## src/rtl/instr_boot_loader.sv

```systemverilog
// ---------------------------------------------------------------------------
// instr_boot_loader
// Boot sequencer for the single-cycle RV32I core. While the core is held in
// reset, a program image arrives as a UART byte stream:
//   0xA5 | LEN (4 bytes, LSB first) | LEN words (4 bytes each, LSB first) | CSUM
// Each completed word is written into instruction memory. If the XOR of all
// payload bytes matches CSUM, the core is released to run from BASE_ADDR.
//
// Ports
//   clk         system clock
//   reset       synchronous, active-high reset
//   rx_valid    one-cycle strobe, rx_data holds a new byte (always accepted)
//   rx_data     received byte
//   imem_wr_en  one-cycle instruction-memory write strobe
//   imem_wAddr  byte address of the written word (word aligned)
//   imem_wData  word written
//   core_reset  reset to the core, high until a good image is loaded
//   boot_done   high once the core is released
//   boot_err    high after a failed frame, until the next frame start
// ---------------------------------------------------------------------------
module instr_boot_loader #(
    parameter int unsigned IMEM_DEPTH  = 256,
    parameter logic [31:0] BASE_ADDR   = 32'h0,
    parameter int unsigned TIMEOUT_CYC = 100000
) (
    input  logic        clk,
    input  logic        reset,
    input  logic        rx_valid,
    input  logic [7:0]  rx_data,
    output logic        imem_wr_en,
    output logic [31:0] imem_wAddr,
    output logic [31:0] imem_wData,
    output logic        core_reset,
    output logic        boot_done,
    output logic        boot_err
);

    localparam int IDX_W = $clog2(IMEM_DEPTH + 1);
    localparam int CNT_W = $clog2(TIMEOUT_CYC + 1);

    typedef enum logic [2:0] {
        ST_IDLE,
        ST_LEN,
        ST_DATA,
        ST_CSUM,
        ST_RUN,
        ST_ERROR
    } state_t;

    state_t            state;
    logic [1:0]        byte_cnt;
    logic [31:0]       shift_reg;
    logic [31:0]       len_words;
    logic [IDX_W-1:0]  word_idx;
    logic [7:0]        csum;
    logic [CNT_W-1:0]  idle_cnt;

    logic [31:0]       next_word;
    logic [31:0]       word_offset;
    logic              last_word;
    logic              in_frame;

    // Bytes arrive LSB first, so each new byte enters at the top and the
    // earlier ones slide down; after four bytes byte 0 sits in bits 7:0.
    assign next_word   = {rx_data, shift_reg[31:8]};
    assign word_offset = 32'(word_idx) << 2;
    assign last_word   = (32'(word_idx) == (len_words - 32'd1));
    assign in_frame    = (state == ST_LEN) || (state == ST_DATA) || (state == ST_CSUM);

    // Frame parser, memory write port and core release, all registered in
    // one process. The write strobe defaults low so it lasts one cycle.
    always_ff @(posedge clk) begin
        if (reset) begin
            state      <= ST_IDLE;
            byte_cnt   <= '0;
            shift_reg  <= '0;
            len_words  <= '0;
            word_idx   <= '0;
            csum       <= '0;
            idle_cnt   <= '0;
            imem_wr_en <= 1'b0;
            imem_wAddr <= BASE_ADDR;
            imem_wData <= '0;
            core_reset <= 1'b1;
            boot_done  <= 1'b0;
            boot_err   <= 1'b0;
        end else begin
            imem_wr_en <= 1'b0;

            // A byte in the expiry cycle takes priority over the timeout,
            // so the timeout only fires on a cycle with no byte.
            if (in_frame && !rx_valid) begin
                if (idle_cnt == CNT_W'(TIMEOUT_CYC - 1)) begin
                    state    <= ST_ERROR;
                    boot_err <= 1'b1;
                    byte_cnt <= '0;
                    idle_cnt <= '0;
                end else begin
                    idle_cnt <= idle_cnt + CNT_W'(1);
                end
            end

            if (rx_valid) begin
                idle_cnt <= '0;
                case (state)
                    ST_IDLE, ST_ERROR: begin
                        if (rx_data == 8'hA5) begin
                            state    <= ST_LEN;
                            byte_cnt <= '0;
                            boot_err <= 1'b0;
                        end
                    end
                    ST_LEN: begin
                        shift_reg <= next_word;
                        byte_cnt  <= byte_cnt + 2'd1;
                        if (byte_cnt == 2'd3) begin
                            len_words <= next_word;
                            // Unsigned compare: huge LEN values must be rejected too.
                            if ((next_word == 32'd0) || (next_word > IMEM_DEPTH)) begin
                                state    <= ST_ERROR;
                                boot_err <= 1'b1;
                            end else begin
                                state    <= ST_DATA;
                                word_idx <= '0;
                                csum     <= '0;
                            end
                        end
                    end
                    ST_DATA: begin
                        shift_reg <= next_word;
                        csum      <= csum ^ rx_data;
                        byte_cnt  <= byte_cnt + 2'd1;
                        if (byte_cnt == 2'd3) begin
                            imem_wr_en <= 1'b1;
                            imem_wAddr <= BASE_ADDR + word_offset;
                            imem_wData <= next_word;
                            word_idx   <= word_idx + IDX_W'(1);
                            if (last_word) begin
                                state <= ST_CSUM;
                            end
                        end
                    end
                    ST_CSUM: begin
                        if (rx_data == csum) begin
                            state      <= ST_RUN;
                            core_reset <= 1'b0;
                            boot_done  <= 1'b1;
                        end else begin
                            state    <= ST_ERROR;
                            boot_err <= 1'b1;
                        end
                    end
                    default: begin
                    end
                endcase
            end
        end
    end

endmodule

```

## config.mk

```make
export PLATFORM = sky130hd
export DESIGN_NAME = instr_boot_loader
export DESIGN_NICKNAME = d
export VERILOG_FILES = /design/src/rtl/instr_boot_loader.sv
export SDC_FILE = /design/constraint.sdc
export NUM_CORES = 1
export LEC_CHECK = 0
export CAP_MARGIN = 10
export CORE_UTILIZATION = 50
export DETAILED_ROUTE_END_ITERATION = 12
export GPL_TIMING_DRIVEN = 0
export HOLD_SLACK_MARGIN = 0.12
export PLACE_DENSITY_LB_ADDON = 0.25
export SETUP_SLACK_MARGIN = 0.02
export SKIP_CTS_REPAIR_TIMING = 1
export SLEW_MARGIN = 20
export SYNTH_ARGS = -nofsm -noshare
export SYNTH_HDL_FRONTEND = slang
export SYNTH_SLANG_ARGS = --single-unit
```

## constraint.sdc

```tcl
create_clock -name clk -period 2.3 [get_ports clk]
set_input_delay 0.46 -clock clk [delete_from_list [all_inputs] [get_ports clk]]
set_output_delay 0.46 -clock clk [all_outputs]
set_load 0.05 [all_outputs]
```

==> metrics.md <==
| Metric | Value |
|---|---|
| GRT Total Usage | approximately 25% |
| Total of fill cells in the finished design | 1,116 |
| Synth Flop Type | dfxtp_1 |
| Clock power frac | between 50% and 60% |
| Port bufs | 46 |
| Fraction of the mapped netlist area in simple logic gates | between 20% and 30% |
| # setup viols final | 0 |
| Cell variety after synth | 56 |
| Largest family of logic cells by synthesized area | simple AND/OR/NAND/NOR gates |
| Die area | between 0.01 and 0.015 mm^2 |
| NumNets Final | between 900 and 1,000 |
| Unrepaired setup endpoints after global routing | true |
| Hold wc startpoint | rx_data[1] |
| DR WL met2 | roughly 7900 um |
| Yosys top cell area share | approximately 44% |
| Pwr dens | 717.9 mW/mm^2 |
| Rel. slew slack | ~53% |
| Total CTS buffers | 17 |
| Number of global-route vias before repair | between 5,000 and 6,000 |
| Post-Syn Area | approximately 0.0064 mm^2 |
| Grt ovf | 0 |
| P_int | around 4.6 mW |
| DR vias/cell | roughly 5.3 |
| Min Hold Slack | ~380 ps |
| Area delta synth->final | 25.69% |
| First-pass GRT wire length | 25,900 um |
| Reg power frac | 41.8% |
| Fmax | about 450 MHz |
| Fin crit share | slightly below 100% |
| Gpl congestion | 0.9090 |
| Core area | 0.01257 mm^2 |
| IO Count | a little under 80 |
| Chip Height | roughly 120 um |
| WL final | ~17,000 um |
| Worst Hold Depth | 3 |
| Clock Latency Late Sink | approximately 430 ps |
| Clock-pin slew on the worst setup and hold paths | about 60 ps |
| Count of final max-slew check failures | 0 |
| Initial DRC Count | just under 400 |
| Yosys Warn Count | 0 |
| Core Rows | 41 |
| Worst vdd ir | roughly 0.00050 V |
| FF+latch count, synth | 140 |
| Mux share of post-synthesis cell area | less than 1% |
| Post-Syn Instances | slightly above 800 |
| Layout cells sized above 1 | 12.10% |
| Vias | slightly below 6,000 |
| First drt pass iteration count | 6 |
| Max-cap violations | 0 |
| Adder-cell area share of the yosys netlist | less than 1% |
| Worst R2R End | state[0]$_SDFF_PP0_ |
| Leakage | between 2 and 3 nW |
| Post-route ant nets | 0 |
| R2r startpoint | len_words[0]$_SDFFE_PP0P_ |
| DRC violations left | 0 |
| Post-synthesis compound-gate area fraction | between 10 and 15% |
| Yosys top cell by area | dfxtp_1 |
| Final HPWL DP | 11,070 um |
| Reg2Reg Setup Slack | approximately 66 ps |
| Die width | about 120 um |
| H-tree depth | 4 |
| Largest net degree at the start of global routing | 17 |
| Net Sw Frac | 20.53% |
| Min Clock Period, post-route | about 2200 ps |
| CTS tree | built |
| Initial antenna violation count | 0 |
| Critical path's largest stage delay | approximately 460 ps |
| XOR/XNOR Fraction of Synth Area | 5.586% |
| Synth area leaders | dfxtp_1 (44%), nand2_1 (13%), a21oi_1 (9.6%), xnor2_1 (4.0%), nor2_1 (3.4%) |
| Initial core utilization | between 50 and 60% |
| DR WL met3 | roughly 1000 um |
| Cells on worst reg2reg path | 10 |
| Worst Skew | approximately 11 ps |
| Slew at the pin closest to its max-slew limit | about 700 ps |
| Hold Path Sink | len_words[25]$_SDFFE_PP0P_ |
| Ant diodes | 0 |
| Critical path capture point type | flop |
| Crit Path Class | in -> reg |
| Worst-path fanout max | 7 |
| Routed length per instance | 14.96 um |
| Syn_area_per_cell | slightly below 8 um^2 |
| Final Hold Vio Count | 0 |
| Hold crit path type | in -> reg |
| Final Power | 5.801 mW |
| Uppermost layer routed | met4 |
| CTS root buffer | clkbuf_16 |
| Wl on met1 | around 7400 um |
| Max Root-Sink Buffers | 2 |
| Sink Count | between 100 and 150 |
| Seq/Total Area, Yosys | about 44% |
| Worst setup SP type | input port |
| Outcome | completed |
| Worst EP arrival | around 2500 ps |
| Combinational power share | under 10% |
| Ys async rst share | 0% |
| CP Data Required Time | around 2600 ps |
| Net switching power figure | approximately 1.2 mW |
| EDFF count, synth | 0 |
| Cells along the critical path | clkbuf_1, nor4_4, nand4_1, buf_4, nor4_2, and4_1, o2bb2ai_1, a41oi_1, nor3_1 |
| Slowest stage cell, crit path | nor4_2 |
==> through the flow <==
| step | setup slack, ps | util (%) | instances | instance area, um^2 | TNS (ps) |
|---|---|---|---|---|---|
| after floorplan | 60.53 | - | 853 | 6511 | 0 |
| after global placement | -735.9 | 57.18 | 1071 | 7187 | -54120 |
| after detailed placement | -721.3 | 57.18 | 1071 | 7187 | -55980 |
| after CTS | -287.2 | 62.59 | 1103 | 7866 | -13210 |
| after global routing | -41.67 | 64.29 | 1106 | 8080 | -44.93 |
| final | 66.34 | 64.29 | 1106 | 8080 | 0 |
==> critical path, delay by kind of cell <==
kind	cells	cell delay [ps]
AOI/OAI and AO/OA	2	310
buffers and inverters	2	400
and+or+nand+nor	5	1350
==> final cells by class <==
| class | instances | area [um^2] | share of cell area, % |
|---|---|---|---|
| plain buffers | 74 | 396.6 | 4.909 |
| clock inverters | 12 | 242.7 | 3.004 |
| well taps | 172 | 215.2 | 2.663 |
| flip-flops and latches | 140 | 2808 | 34.75 |
| inverters | 11 | 43.79 | 0.5420 |
| multi-input cells | 625 | 3432 | 42.47 |
| clock buffers | 20 | 436.7 | 5.404 |
| repair buffers | 52 | 505.5 | 6.256 |
==> layout by cell type (no fill, tap or decap), types with 17 or more instances in the layout <==
cell type,Yosys,routed
nand2_1,215,215
dfxtp_1,140,138
a21oi_1,123,121
nor2_1,59,55
clkdlybuf4s50_1,0,46
clkbuf_1,48,38
xnor2_1,29,29
buf_4,23,29
conb_1,1,23
nor3_1,19,18
clkbuf_16,0,17
==> cells in the mapped netlist, types with 2 or more instances <==
| cell type | number |
|---|---|
| nand3b_1 | 10 |
| or4_1 | 2 |
| xnor2_1 | 29 |
| buf_4 | 23 |
| inv_1 | 10 |
| clkbuf_1 | 48 |
| or3_1 | 9 |
| buf_2 | 4 |
| o21ai_1 | 11 |
| nand2b_1 | 7 |
| xor2_1 | 12 |
| a21o_1 | 2 |
| nor3b_1 | 2 |
| o211ai_1 | 4 |
| nand2_1 | 215 |
| nor2b_1 | 4 |
| dfxtp_1 | 140 |
| and3_1 | 7 |
| nor4_2 | 2 |
| nand4_1 | 15 |
| o21ai_0 | 9 |
| nor4_1 | 12 |
| ha_1 | 4 |
| a21oi_1 | 123 |
| and4_1 | 6 |
| nor3_1 | 19 |
| buf_6 | 2 |
| nor4b_4 | 2 |
| a211oi_1 | 2 |
| nand3_1 | 12 |
| nor2_1 | 59 |
==> how the worst max path moves through the flow <==
| stage | endpoint | cells after the start | startpoint | slack [ps] |
|---|---|---|---|---|
| after floorplan | word_idx[0]$_SDFFE_PP0P_ | 9 | rx_data[3] | 60 |
| after global placement | shift_reg[17]$_SDFFE_PP0P_ | 7 | rx_valid | -740 |
| after detailed placement | shift_reg[19]$_SDFFE_PP0P_ | 7 | rx_valid | -720 |
| after CTS | shift_reg[19]$_SDFFE_PP0P_ | 7 | rx_valid | -290 |
| after global routing | state[0]$_SDFF_PP0_ | 10 | len_words[0]$_SDFFE_PP0P_ | -40 |
| final | state[0]$_SDFF_PP0_ | 9 | rx_data[3] | 70 |
==> power by group through the flow <==
stage	Sequential [mW]	Combinational (mW)	Clock (mW)
floorplan	2.48	0.176	0
global placement	2.48	0.214	0
detailed placement	2.48	0.213	0
CTS	2.43	0.214	3.19
global route	2.42	0.233	3.30
finish	2.42	0.219	3.16
==> cell families after synthesis <==
| logic type | after synthesis |
|---|---|
| mux | 1 |
| buf+inv | 88 |
| other cells | 1 |
| fa+ha+maj | 4 |
| flops | 140 |
| simple gates | 390 |
| compound gates | 166 |
| xor+xnor | 41 |
==> layer usage <==
layer | GRT usage, % | vias up
met1 | 33.83 | 2713
li1 | - | 2945
met5 | 0 | -
met3 | 5.008 | 20
met4 | 8.312 | 0
met2 | 41.28 | 220
(Power assumes the default switching activity.)
